**config.mk**
```make
export PLATFORM = sky130hd
export DESIGN_NAME = prog_sequencer
export DESIGN_NICKNAME = d
export VERILOG_FILES = /design/src/rtl/prog_sequencer.sv
export SDC_FILE = /design/constraint.sdc
export NUM_CORES = 1
export LEC_CHECK = 0
export CORE_AREA = 8 8 119 77
export CTS_CLUSTER_SIZE = 28
export DETAILED_ROUTE_END_ITERATION = 10
export DIE_AREA = 0 0 127 85
export HOLD_SLACK_MARGIN = 0.08
export PLACE_DENSITY_LB_ADDON = 0.3
export SYNTH_ARGS = -nofsm -noshare
export SYNTH_HDL_FRONTEND = slang
export SYNTH_SLANG_ARGS = --single-unit
export TNS_END_PERCENT = 30
```
**constraint.sdc**
```tcl
create_clock -name Clock -period 2.8 [get_ports Clock]
set_clock_uncertainty 0.15 [all_clocks]
set_input_delay 0.56 -clock Clock [delete_from_list [all_inputs] [get_ports Clock]]
set_output_delay 0.56 -clock Clock [all_outputs]
set_load 0.01 [all_outputs]
```
**src/rtl/prog_sequencer.sv**
```systemverilog
// -----------------------------------------------------------------------------
// prog_sequencer
// Autonomous fetch/issue controller for the 16-bit multicycle processor.
// Walks a program counter over instruction memory, waits out the memory read
// latency, hands each fetched word to the processor on DIN together with a
// one-cycle Run pulse, then waits for Done before advancing. Supports
// free-run, single-step, stop at an instruction boundary, and a halt word.
//
// Ports:
//   Clock       system clock (shared with proc and inst_mem)
//   Resetn      asynchronous active-low reset
//   Start       level, starts from address 0 when idle or halted
//   Stop        level, return to idle at the next instruction boundary
//   StepMode    1 = pause after every completed instruction
//   Step        one-cycle pulse that releases a pause
//   MemData     instruction word from inst_mem
//   Done        processor completion strobe
//   MemAddr     program counter, drives the inst_mem address
//   DIN         instruction word presented to the processor
//   Run         issue pulse to the processor
//   Busy        high in FETCH, ISSUE and EXEC
//   Halted      high in HALTED
//   Fault       watchdog fault flag
//   InstrCount  completed instructions, saturating at 16'hFFFF
//
// Build option: define PROG_SEQ_WATCHDOG_EN to add an EXEC watchdog that
// moves to a reset-only FAULT state when Done does not arrive within
// WD_CYCLES cycles. Without it Fault is tied low and EXEC waits forever.
// -----------------------------------------------------------------------------
module prog_sequencer #(
    parameter int unsigned ADDR_W    = 5,
    parameter int unsigned MEM_LAT   = 1,
    parameter logic [15:0] HALT_WORD = 16'hE000,
    parameter int unsigned WD_CYCLES = 8
) (
    input  logic              Clock,
    input  logic              Resetn,
    input  logic              Start,
    input  logic              Stop,
    input  logic              StepMode,
    input  logic              Step,
    input  logic [15:0]       MemData,
    input  logic              Done,
    output logic [ADDR_W-1:0] MemAddr,
    output logic [15:0]       DIN,
    output logic              Run,
    output logic              Busy,
    output logic              Halted,
    output logic              Fault,
    output logic [15:0]       InstrCount
);

    generate
        if (MEM_LAT < 1 || MEM_LAT > 7) begin : g_bad_mem_lat
            $error("prog_sequencer: MEM_LAT must lie in 1..7");
        end
        if (WD_CYCLES < 1 || WD_CYCLES > 15) begin : g_bad_wd_cycles
            $error("prog_sequencer: WD_CYCLES must lie in 1..15");
        end
    endgenerate

    typedef enum logic [2:0] {
        S_IDLE   = 3'd0,
        S_FETCH  = 3'd1,
        S_ISSUE  = 3'd2,
        S_EXEC   = 3'd3,
        S_PAUSE  = 3'd4,
        S_HALTED = 3'd5,
        S_FAULT  = 3'd6
    } state_t;

    // Last FETCH cycle: memory data is sampled on the edge that ends it.
    localparam logic [2:0] LAT_LAST = 3'(MEM_LAT - 1);

    state_t            state_q;
    logic [ADDR_W-1:0] pc_q;
    logic [15:0]       din_q;
    logic [15:0]       count_q;
    logic [2:0]        lat_q;
    logic              run_q;
    logic              busy_q;
    logic              halted_q;

`ifdef PROG_SEQ_WATCHDOG_EN
    localparam logic [3:0] WD_LAST = 4'(WD_CYCLES - 1);
    logic [3:0]        wd_q;
    logic              fault_q;
`endif

    // Instruction counter increment that sticks at all-ones.
    function automatic logic [15:0] sat_inc16(input logic [15:0] v);
        if (v == 16'hFFFF) begin
            return v;
        end else begin
            return v + 16'd1;
        end
    endfunction

    // Sequencer FSM: state, program counter, counters and all registered outputs.
    always_ff @(posedge Clock or negedge Resetn) begin
        if (!Resetn) begin
            state_q  <= S_IDLE;
            pc_q     <= '0;
            din_q    <= 16'h0000;
            count_q  <= 16'h0000;
            lat_q    <= 3'd0;
            run_q    <= 1'b0;
            busy_q   <= 1'b0;
            halted_q <= 1'b0;
`ifdef PROG_SEQ_WATCHDOG_EN
            wd_q     <= 4'd0;
            fault_q  <= 1'b0;
`endif
        end else begin
            case (state_q)
                S_IDLE, S_HALTED: begin
                    // Stop wins over Start so a held Stop keeps us parked.
                    if (Start && !Stop) begin
                        state_q  <= S_FETCH;
                        pc_q     <= '0;
                        count_q  <= 16'h0000;
                        lat_q    <= 3'd0;
                        busy_q   <= 1'b1;
                        halted_q <= 1'b0;
                    end else begin
                        state_q  <= state_q;
                    end
                end

                S_FETCH: begin
                    if (Stop) begin
                        // Abandon the fetch; PC still points at it.
                        state_q <= S_IDLE;
                        busy_q  <= 1'b0;
                    end else if (lat_q == LAT_LAST) begin
                        // MemData is valid on this edge. A halt word is
                        // captured but never accompanied by Run.
                        state_q <= S_ISSUE;
                        din_q   <= MemData;
                        run_q   <= (MemData != HALT_WORD);
                    end else begin
                        lat_q   <= lat_q + 3'd1;
                    end
                end

                S_ISSUE: begin
                    // Stop is deliberately ignored here: the issue commits.
                    run_q <= 1'b0;
                    if (din_q == HALT_WORD) begin
                        state_q  <= S_HALTED;
                        busy_q   <= 1'b0;
                        halted_q <= 1'b1;
                    end else begin
                        state_q  <= S_EXEC;
`ifdef PROG_SEQ_WATCHDOG_EN
                        wd_q     <= 4'd0;
`endif
                    end
                end

                S_EXEC: begin
                    if (Done) begin
                        pc_q    <= pc_q + ADDR_W'(1);
                        count_q <= sat_inc16(count_q);
                        if (Stop) begin
                            state_q <= S_IDLE;
                            busy_q  <= 1'b0;
                        end else if (StepMode) begin
                            state_q <= S_PAUSE;
                            busy_q  <= 1'b0;
                        end else begin
                            state_q <= S_FETCH;
                            lat_q   <= 3'd0;
                        end
                    end else begin
`ifdef PROG_SEQ_WATCHDOG_EN
                        if (wd_q == WD_LAST) begin
                            state_q <= S_FAULT;
                            busy_q  <= 1'b0;
                            fault_q <= 1'b1;
                        end else begin
                            wd_q    <= wd_q + 4'd1;
                        end
`else
                        state_q <= S_EXEC;
`endif
                    end
                end

                S_PAUSE: begin
                    // Only a Step pulse releases a pause; clearing StepMode does not.
                    if (Stop) begin
                        state_q <= S_IDLE;
                    end else if (Step) begin
                        state_q <= S_FETCH;
                        lat_q   <= 3'd0;
                        busy_q  <= 1'b1;
                    end else begin
                        state_q <= S_PAUSE;
                    end
                end

                S_FAULT: begin
                    // Sticky until reset; PC and InstrCount stay frozen.
                    state_q <= S_FAULT;
                end

                default: begin
                    state_q  <= S_IDLE;
                    run_q    <= 1'b0;
                    busy_q   <= 1'b0;
                    halted_q <= 1'b0;
                end
            endcase
        end
    end

    assign MemAddr    = pc_q;
    assign DIN        = din_q;
    assign Run        = run_q;
    assign Busy       = busy_q;
    assign Halted     = halted_q;
    assign InstrCount = count_q;

`ifdef PROG_SEQ_WATCHDOG_EN
    assign Fault      = fault_q;
`else
    assign Fault      = 1'b0;
`endif

endmodule
```
* Word level (Yosys, flattened, before mapping)
Index checks and enable logic that the tools add are counted.
** Word-level totals
- Bits in registers :: 46
- Input bits :: 23
- Output and inout bits :: 41
- Word-level logic and storage cells :: 96
** Cells by class
- $add $sub $neg :: 3
- Equal/unequal tests :: 23
- Muxes and demuxes :: 41
- Bitwise gates (word level) :: 4
- Reductions and logical operators :: 17
** Operators by type and width (number)
- 3-bit two-way mux :: 17
- 16-bit two-way mux :: 3
- 16-bit equality test, second input constant :: 2
- 16-bit case mux with 2 select lines :: 1
- 2-bit != test, second input constant :: 12
- 3-bit case mux with 6 select lines :: 1
- 16-bit by 1-bit adder with 16-bit output, second input constant :: 1
- 16-bit != test, second input constant :: 1
- 1-bit two-way mux :: 12
- 3-bit case mux with 4 select lines :: 1
- 3-bit AND reduction :: 4
- 5-bit two-way mux :: 2
- 5-bit case mux with 2 select lines :: 1
- 3-bit equality test, second input constant :: 3
- 9-bit AND reduction :: 1
- 8-bit AND reduction :: 1
- 3-bit by 2-bit equality test with 1-bit output, second input constant :: 2
- 3-bit logical NOT :: 2
- 3-bit != test, second input constant :: 2
- 1-bit case mux with 6 select lines :: 1
- 5-bit by 1-bit adder with 5-bit output, second input constant :: 1
- 5-bit OR reduction :: 1
- 1-bit NOT :: 4
- 4-bit AND reduction :: 1
- 11 further kinds :: 11

* Depth between registers and ports, before layout
Gate-level depths: netlist of the first run.
- Depth after elaboration :: 4
- Gate-level depth with buffers :: 8
- Mapped depth without buffers :: 7

* Least setup slack after synthesis of the first run
No wires, ideal clock.
- Path kind :: input to register
- Start point :: in Stop
- End point :: reg count_q[15], in the netlist InstrCount[15]
- Library setup time :: 0.078 ns
- Arrival :: 2.010 ns
- Data required time :: 2.572 ns
- Slack :: 0.562 ns
- Cell stages on the path :: 6
- Buffers on the path :: 1
- Path through :: or4b_4 a21oi_4 nor2_2 buf_6 or4_1 a21oi_1
** On the way
- Word-level cells in the longest chain between the ends :: 4
** RTL lines
- start: declaration :: RTL line 39 : input logic Stop,
- 1-bit logical NOT :: RTL line 118 : if (Start && !Stop) begin
- 1-bit logical AND :: RTL line 118
- 2-bit != test (no source line)
- 4-bit AND reduction (no source line)
- end signal: assignment :: RTL line 164 : count_q <= sat_inc16(count_q);
- end: declaration :: RTL line 78 : logic [15:0] count_q;
No other way between the ends.
A chain may end at the register's enable or synchronous reset.

* Worst setup path in the final report of the first run
- Start point :: in Start
- End point :: reg count_q[6], in the netlist InstrCount[6]
** On the way
- Word-level cells in the longest chain between the ends :: 3
** RTL lines
- start: declaration :: RTL line 38 : input logic Start,
- 1-bit logical AND :: RTL line 118
- 2-bit != test (no source line)
- 4-bit AND reduction (no source line)
No other way between the ends.

==> metrics.yaml, run 1 <==
cp_common_cell: "a21o_1"
ant_nets: 0
fp.coreArea_mm2: 0.00751
routed_via_density: 5.30
design_area_mm2: 0.00349
r2r_cells: 5
hold_depth: 1
path_delay_family: "simple AND/OR/NAND/NOR gates"
hold_class: "reg2reg"
synth_top_area_frac: 0.456
synthSimpleGateAreaFrac: 0.210
synth_area_mm2: 0.00252
first_pass_iters: 4
crit_slowest_cell: "or4b_4"
row_count: 25
yosysWarnings: 0
drc: 0
avgSynthCellArea_um2: 9.70
finalSetupViolCount: 0
wl_per_cell_um: 15.8
grt_first_pass_wirelength_um: 11500
numCtsBuffers: 5
fmax_mhz: 395
final_nets: 364
cp.depth: 6
first_global_vias: 2160
ioPinCount: 64
grtUsageTotal: 0.130
slowest_delay_ns: 0.49
die_y_um: 85
hpwl_um: 5310
worst_pin_slew_ns: 0.716
rsz0062_at_grt: "no"
hold_violations: 0
crit_fanout: 9
maxSlewViolCount: 0
drv_cap: 0
post_dp_cell_area_mm2: 0.00333
clock_path_buffers: 2
crit_type: "in2reg"
hold_slack_ns: 0.381
synth_compound_area_frac: 0.184
portBuffers: 62
netlist_top_cells_area: "dfrtp_1 (46%), mux2_2 (8.0%), a21oi_1 (4.0%), nand2_1 (3.6%), or4_1 (3.3%)"
crit_required_ns: 2.86
vdd_drop_max_mv: 0.315
slew_headroom: 0.522
synth_edf_count: 0
cts_tree: "yes"
synth_fa_ha_area_frac: 0.0198
synth_top_area_cell: "dfrtp_1"
antenna_found_initial: 0
seq_area_frac_synth: 0.456
seq_area_mm2: 0.00115
worst_setup_path_start_kind: "primary input"
synth_cell_types: 45
syn_to_final_growth_pct: 38.2
gp_congestion: 0.806
die_w_um: 127
muxShareOfSynthArea: 0.0843
synth_top_family_by_area: "simple AND/OR/NAND/NOR gates"
grt_start_max_net_pins: 23
yosysMostFrequentCell: "dfrtp_1"
netlist_top_cells_count: "dfrtp_1 (46), nand2_1 (24), a21oi_1 (20)"
synth_fp_nets: 287
drive_gt1_frac: 0.169
synth_xor_xnor_area_share: 0
routed_wirelength_um: 6830
grt.overflow.total: 0
vias: 2289
worstSkewPairLatency_ns: 0.29
antennaDiodeCount: 0
leakage_nw: 1.36
crit_chain: "clkdlybuf4s50_1 > or4b_4 > a21o_1 > a21o_1 > or4_1 > a21oi_1"
outcome: "finished clean"
fillers: 702
start_util: 0.336
clk_pin_slew_ns: 0.07
die_area_mm2: 0.0108
synthCells: 260
path_buf_inv: 1
drt_iter0_drc: 154
ys.flop_type: "dfrtp_1"
power_density_mw_per_mm2: 769
root_buffer: "clkbuf_16"
endpoint_kind: "register"
ys_seq_elements: 46
cts.sinks: 46
async_flop_share: 1.00
htreeDepth: 2
period_share: 0.905
cp.arrival_ns: 2.60
multi_input_area_mm2: 0.00126
min_period_ns: 2.53
[sequential cells by signal, indices dropped and copies added, names as in the netlist]
name and count:
state_q 3, lat_q 3, DIN 16, MemAddr 5, InstrCount 16, Busy 1, Run 1, Halted 1
[logic make-up (layout without fill, tap and decap cells)]
logic type / count (synthesis) / after routing
AND/OR/NAND/NOR: 97 / 97
AO/OA/AOI/OAI: 71 / 71
flip-flops: 46 / 46
buffers and inverters: 22 / 100
multiplexers: 19 / 19
adder cells (fa/ha/maj): 4 / 4
other: 1 / 1
[power by group]
group          switching (mW)  internal [mW]  total [mW]
registers               0.145          0.837       0.982
clock network           0.261          0.334       0.595
logic                   0.503          0.602        1.10
[cell usage in the layout (no fill, tap or decap), types with 2 or more instances in the layout]
cell,count
clkdlybuf4s50_1,61
dfrtp_1,46
nand2_1,24
a21oi_1,20
buf_4,20
mux2_2,18
nor2_1,16
o21ai_0,15
or4_1,11
inv_1,9
nand3_1,9
o31ai_1,9
nand4_1,7
nor2b_1,5
nor4_1,5
o211ai_1,5
clkbuf_16,5
or2_2,4
a22o_1,4
or3_1,4
a31oi_1,4
ha_1,4
o22ai_1,3
nor3_1,2
a21o_1,2
nand3b_1,2
nor4b_1,2
clkinvlp_4,2
[worst reg2reg max path, cell delays in order, from the launching register on]
cell,delay [ns]
dfrtp_1,0.40
or4b_4,0.55
a21o_1,0.19
a21o_1,0.23
or4_1,0.49
a21oi_1,0.15
[through the flow]
| step | setup slack, ns | utilization | std cells | TNS [ns] | power (mW) |
|---|---|---|---|---|---|
| 2_1_floorplan | 0.562 | - | 260 | 0 | 1.55 |
| 3_3_place_gp | 0.00224 | 0.443 | 423 | 0 | 2.09 |
| 3_5_place_dp | -0.0158 | 0.443 | 423 | -0.0158 | 2.11 |
| 4_1_cts | 0.274 | 0.465 | 432 | 0 | 2.71 |
| 5_1_grt | 0.180 | 0.465 | 432 | 0 | 2.84 |
| 6_report | 0.265 | 0.465 | 432 | 0 | 2.68 |
[repair_timing]
action,CTS,global route
hold buffers,1,0
setup buffers,0,0
endpoints found under the hold margin,12,0
gates resized for setup,0,0
[path summary, 6_finish.rpt]
kind / startpoint / end / slack, ns
max: Start / InstrCount[6] / 0.27
min: DIN[7] / DIN[7] / 0.38
max reg2reg: state_q[1] / InstrCount[6] / 0.56
min reg2reg: DIN[7] / DIN[7] / 0.38
max in group asynchronous: Resetn / InstrCount[9] / 1.34
min in group asynchronous: Resetn / InstrCount[5] / 0.55
[area by class of cell]
type,instances,share of cell area
Multi-Input combinational cell,192,0.361
Sequential cell,46,0.330
Timing Repair Buffer,83,0.222
Clock buffer,5,0.0359
Tap cell,94,0.0337
Inverter,9,0.00969
Clock inverter,3,0.00682
[per-layer routing]
| layer | vias to the layer above | global-route usage | wire [µm] |
|---|---|---|---|
| met3 | 5 | 0.0313 | 449 |
| met2 | 70 | 0.178 | 2820 |
| met1 | 1075 | 0.196 | 3500 |
| met4 | 0 | 0.0354 | 61 |
| li1 | 1139 | - | - |
| met5 | - | 0 | 0 |
Note: power is estimated with default switching activity, not from simulation.
==> inputs of run 2 (changes only) <==
- CORE_AREA: 8 8 119 77 -> 8 8 107 70
- CTS_BUF_LIST: unset -> sky130_fd_sc_hd__clkbuf_16
- DIE_AREA: 0 0 127 85 -> 0 0 115 78
- clock period: 2.8 -> 2.1 ns (I/O delays scaled with it)
==> run 2 against run 1 <==
The flow now finishes with violations (negative setup slack). Worst hold slack lost 0.0052 ns. First-iteration DRC count is 21% higher. Non-clock buffer count is 9 higher. Highest routed layer unchanged. Register-to-register slack lost 0.66 ns. Count of clock-buffer cells in the layout is the same. Largest power group unchanged. Via count rose by 5.9%. Critical path type is now reg2reg. Worst setup slack worse by 0.36 ns. Combinational power up 41%.
==> metrics.yaml, run 2 (synthesized netlist as in run 1, its figures left out) <==
vdd_drop_max_mv: 0.440
fp.coreArea_mm2: 0.00589
fillers: 530
setup_ws_ns: -0.0993
drive_gt1_frac: 0.227
mostFrequentLayoutCells: "clkdlybuf4s50_1 (59), dfrtp_1 (46), buf_4 (28), nand2_1 (24), mux2_2 (18)"
vias: 2423
first_global_vias: 2343
hold_depth: 1
portBuffers: 62
top_usage_layer: "met2"
grt.overflow.total: 0
start_util: 0.428
grt_first_pass_wirelength_um: 12000
use_met3: 0.0417
syn_to_final_growth_pct: 43.6
met1_usage: 0.230
min_period_ns: 2.20
wl_per_cell_um: 16.9
drc: 0
met2_usage: 0.243
r2r_cells: 5
die_y_um: 78
crit_required_ns: 2.17
cts_tree: "yes"
clock_path_buffers: 2
final_nets: 374
drt_iter0_drc: 187
first_pass_iters: 4
cp.arrival_ns: 2.27
post_dp_cell_area_mm2: 0.00339
drv_cap: 0
ant_nets: 0
power_density_mw_per_mm2: 1000
leakage_nw: 1.45
grt_start_max_net_pins: 47
ioPinCount: 64
endpoint_kind: "register"
die_w_um: 115
cts.sinks: 46
worst_setup_path_start_kind: "register"
crit_type: "reg2reg"
violations: "negative setup slack"
layout_commonest_cell: "clkdlybuf4s50_1"
hold_class: "reg2reg"
power_mw: 3.63
final_cell_count_no_fill: 432
outcome: "finished, violations left"
antennaDiodeCount: 0
dpl_worst_slack_ns: -0.620
worstSkewPairLatency_ns: 0.29
fmax_mhz: 455
grtUsageTotal: 0.164
postLayoutCoreUtil: 0.615
numCtsBuffers: 5
routed_wirelength_um: 7310
finalSetupViolCount: 7
die_area_mm2: 0.00897
maxSlewViolCount: 0
period_share: 1.05
clk_pin_slew_ns: 0.06
design_area_mm2: 0.00362
dp_cells: 420
hpwl_um: 5430
gp_congestion: 0.911
row_count: 22
antenna_found_initial: 0
rsz0062_at_grt: "yes"
htreeDepth: 2
root_buffer: "clkbuf_16"
hold_violations: 0
routed_via_density: 5.61
crit_fanout: 8
## run 2: cell count changes in the layout (fill, tap and decap cells not counted), moves of 2 or more
cell | before | now
buf_4 | 20 | 28
or4_4 | 0 | 4
clkinvlp_4 | 2 | 0
a21oi_1 | 20 | 15
dlygate4sd2_1 | 0 | 2
clkdlybuf4s50_1 | 61 | 59
or4_1 | 11 | 7
a21oi_2 | 0 | 5
## run 2: per-stage QoR
| step | hold WS (ns) | TNS (ns) |
|---|---|---|
| 3_3_place_gp | 0.272 | -11.16 |
| 3_5_place_dp | 0.275 | -12.40 |
| 6_report | 0.376 | -0.203 |
| 5_1_grt | 0.410 | -0.814 |
| 4_1_cts | 0.375 | -0.289 |
| 2_1_floorplan | -0.0256 | -0.357 |
## run 2: per-layer routing
layer	routed length (µm)	part of all wire
met5	0	0
met3	647	0.089
met4	66	0.0090
met1	3430	0.47
met2	3160	0.43
## run 2: final timing paths
kind	endpoint	slack, ns	startpoint
max	InstrCount[6]	-0.1	state_q[1]
min	lat_q[0]	0.38	lat_q[0]
max reg2reg	InstrCount[6]	-0.1	state_q[1]
min reg2reg	lat_q[0]	0.38	lat_q[0]
max in group asynchronous	MemAddr[3]	1.09	Resetn
min in group asynchronous	InstrCount[7]	0.49	Resetn
## run 2: what timing repair did
action,in CTS,in global routing
endpoints found under the setup margin,20,17
endpoints found under the hold margin,46,0
gates resized for setup,3,13
setup buffers,2,0
gates cloned,1,0
hold buffers,1,0
pin swaps,17,5
## run 2: final cells by class
type	count	area, µm²	share of cell area
multi-input combinational	193	1340	0.369
sequential	46	1150	0.318
timing repair buffer	92	853	0.236
clock buffer	5	125	0.0346
tap	84	105	0.0290
inverter	9	33.8	0.00933
clock inverter	3	17.5	0.00484
## run 2: report_power, final
group / switching (mW) / leakage [nW] / internal [mW]
sequential: 0.196 / 0.597 / 1.12
clock: 0.331 / 0.0750 / 0.437
combinational: 0.720 / 0.781 / 0.828
## run 2: critical path, stage by stage (launching register included)
cell and delay [ns]:
dfrtp_1 0.38, or4b_4 0.57, a21o_1 0.20, a21o_4 0.23, or4_4 0.48, a21oi_2 0.13
==> inputs of run 3 (changes only) <==
- CORE_AREA: 8 8 107 70 -> 8 8 85 87
- DIE_AREA: 0 0 115 78 -> 0 0 93 95
==> run 3 against run 2 <==
The flow still finishes with violations (negative setup slack). Routed wire length down 4.4%. Count of clock-buffer cells in the layout is the same. Die area is 1.5% lower. Design area up 1.9%. Maximum frequency shrank 0.97%. Core utilization is 2.0 points higher. Critical endpoint unchanged. Largest power group unchanged. Highest routed layer unchanged.
==> metrics.yaml, run 3 (synthesized netlist as in run 1, its figures left out) <==
drive_gt1_frac: 0.251
layout_commonest_cell: "clkdlybuf4s50_1"
power_mw: 3.77
slew_headroom: 0.604
postLayoutCoreUtil: 0.635
fmax_mhz: 450
crit_type: "reg2reg"
multi_input_area_mm2: 0.00133
setup_ws_ns: -0.121
htreeDepth: 2
grtUsageTotal: 0.157
hold_violations: 0
clock_path_buffers: 2
maxSlewViolCount: 0
cts_tree: "yes"
hold_class: "in2async"
cp.depth: 5
crit_required_ns: 2.17
crit_fanout: 6
endpoint_kind: "register"
routed_via_density: 5.65
crit_chain: "or4b_4 > a21o_1 > a21o_4 > or4_4 > a21oi_2"
drc: 0
worst_pin_slew_ns: 0.593
gp_congestion: 0.843
cts.sinks: 46
finalSetupViolCount: 12
die_y_um: 95
first_global_vias: 2449
wl_per_cell_um: 16.2
r2r-start: "state_q[0]"
first_pass_iters: 4
period_share: 1.06
vdd_drop_max_mv: 0.650
drv_cap: 0
violations: "negative setup slack"
crit_start: "state_q[0]"
syn_to_final_growth_pct: 46.3
leakage_nw: 1.48
fp.coreArea_mm2: 0.00582
drt_iter0_drc: 84
portBuffers: 62
seq_area_mm2: 0.00115
die_area_mm2: 0.00884
worst_setup_path_start_kind: "register"
crit_slowest_cell: "or4b_4"
antenna_found_initial: 0
cp.arrival_ns: 2.29
fillers: 519
root_buffer: "clkbuf_16"
rsz0062_at_grt: "yes"
min_period_ns: 2.22
numCtsBuffers: 5
clk_pin_slew_ns: 0.07
row_count: 28
die_w_um: 93
vias: 2430
grt.overflow.total: 0
ant_nets: 0
final_nets: 381
start_util: 0.434
worstSkewPairLatency_ns: 0.29
slowest_delay_ns: 0.56
outcome: "finished, violations left"
ioPinCount: 64
r2r_cells: 5
power_density_mw_per_mm2: 1020
path_buf_inv: 0
routed_wirelength_um: 6990
hold_slack_ns: 0.0555
antennaDiodeCount: 0
path_delay_family: "simple AND/OR/NAND/NOR gates"
mostFrequentLayoutCells: "clkdlybuf4s50_1 (59), dfrtp_1 (46), buf_4 (32), nand2_1 (24), mux2_2 (18)"
hpwl_um: 5060
grt_first_pass_wirelength_um: 11200
grt_start_max_net_pins: 47
-- run 3: cell types whose count changed in the layout (fill, tap and decap cells not counted), sizes merged --
| cell | delta |
|---|---|
| bufinv | +1 |
| clkinvlp | +2 |
| inv | -1 |
| dlygate4sd3 | -1 |
| buf | +8 |
| clkinv | -2 |
-- run 3: area by class of cell --
type,instances,area share
clock buffer,5,0.0339
clock inverter,3,0.0122
inverter,9,0.00915
multi-input combinational,193,0.361
sequential,46,0.312
tap,75,0.0254
timing repair buffer,99,0.246
-- run 3: power breakdown --
| group | internal [mW] | switching (mW) |
|---|---|---|
| sequential | 1.12 | 0.183 |
| clock | 0.561 | 0.350 |
| combinational | 0.851 | 0.710 |
-- run 3: metal layers --
layer	GRT usage	vias to the layer above	wire (µm)
met2	0.260	82	3390
met5	0	-	0
met1	0.180	1172	2790
met3	0.0651	11	687
li1	-	1165	-
met4	0.0537	0	123
-- run 3: path summary, 6_finish.rpt --
check                           slack (ns)             to
worst min register to register        0.38       lat_q[0]
worst max register to register       -0.12  InstrCount[6]
worst max-delay path                 -0.12  InstrCount[6]
max in group asynchronous             1.32     state_q[2]
worst min-delay path                  0.06  InstrCount[4]
min in group Clock                    0.38       lat_q[0]
-- run 3: metrics by stage --
| stage | setup TNS (ns) | area [µm²] | std cells | setup slack, ns |
|---|---|---|---|---|
| 5_1_grt | -1.82 | 3690 | 430 | -0.165 |
| 3_3_place_gp | -10.06 | 3390 | 414 | -0.550 |
| 2_1_floorplan | -0.357 | 2530 | 260 | -0.0524 |
| 6_report | -0.762 | 3690 | 430 | -0.121 |
| 4_1_cts | -0.334 | 3580 | 425 | -0.139 |
| 3_5_place_dp | -11.35 | 3390 | 414 | -0.593 |
-- run 3: what timing repair did --
action                                  4_1_cts  5_1_grt
setup buffers                                 3        4
endpoints found under the setup margin       19       18
hold buffers                                  0        0
resized for setup                             2       23
endpoints found under the hold margin         0        0
pin swaps                                     9       11
gates cloned                                  0        1
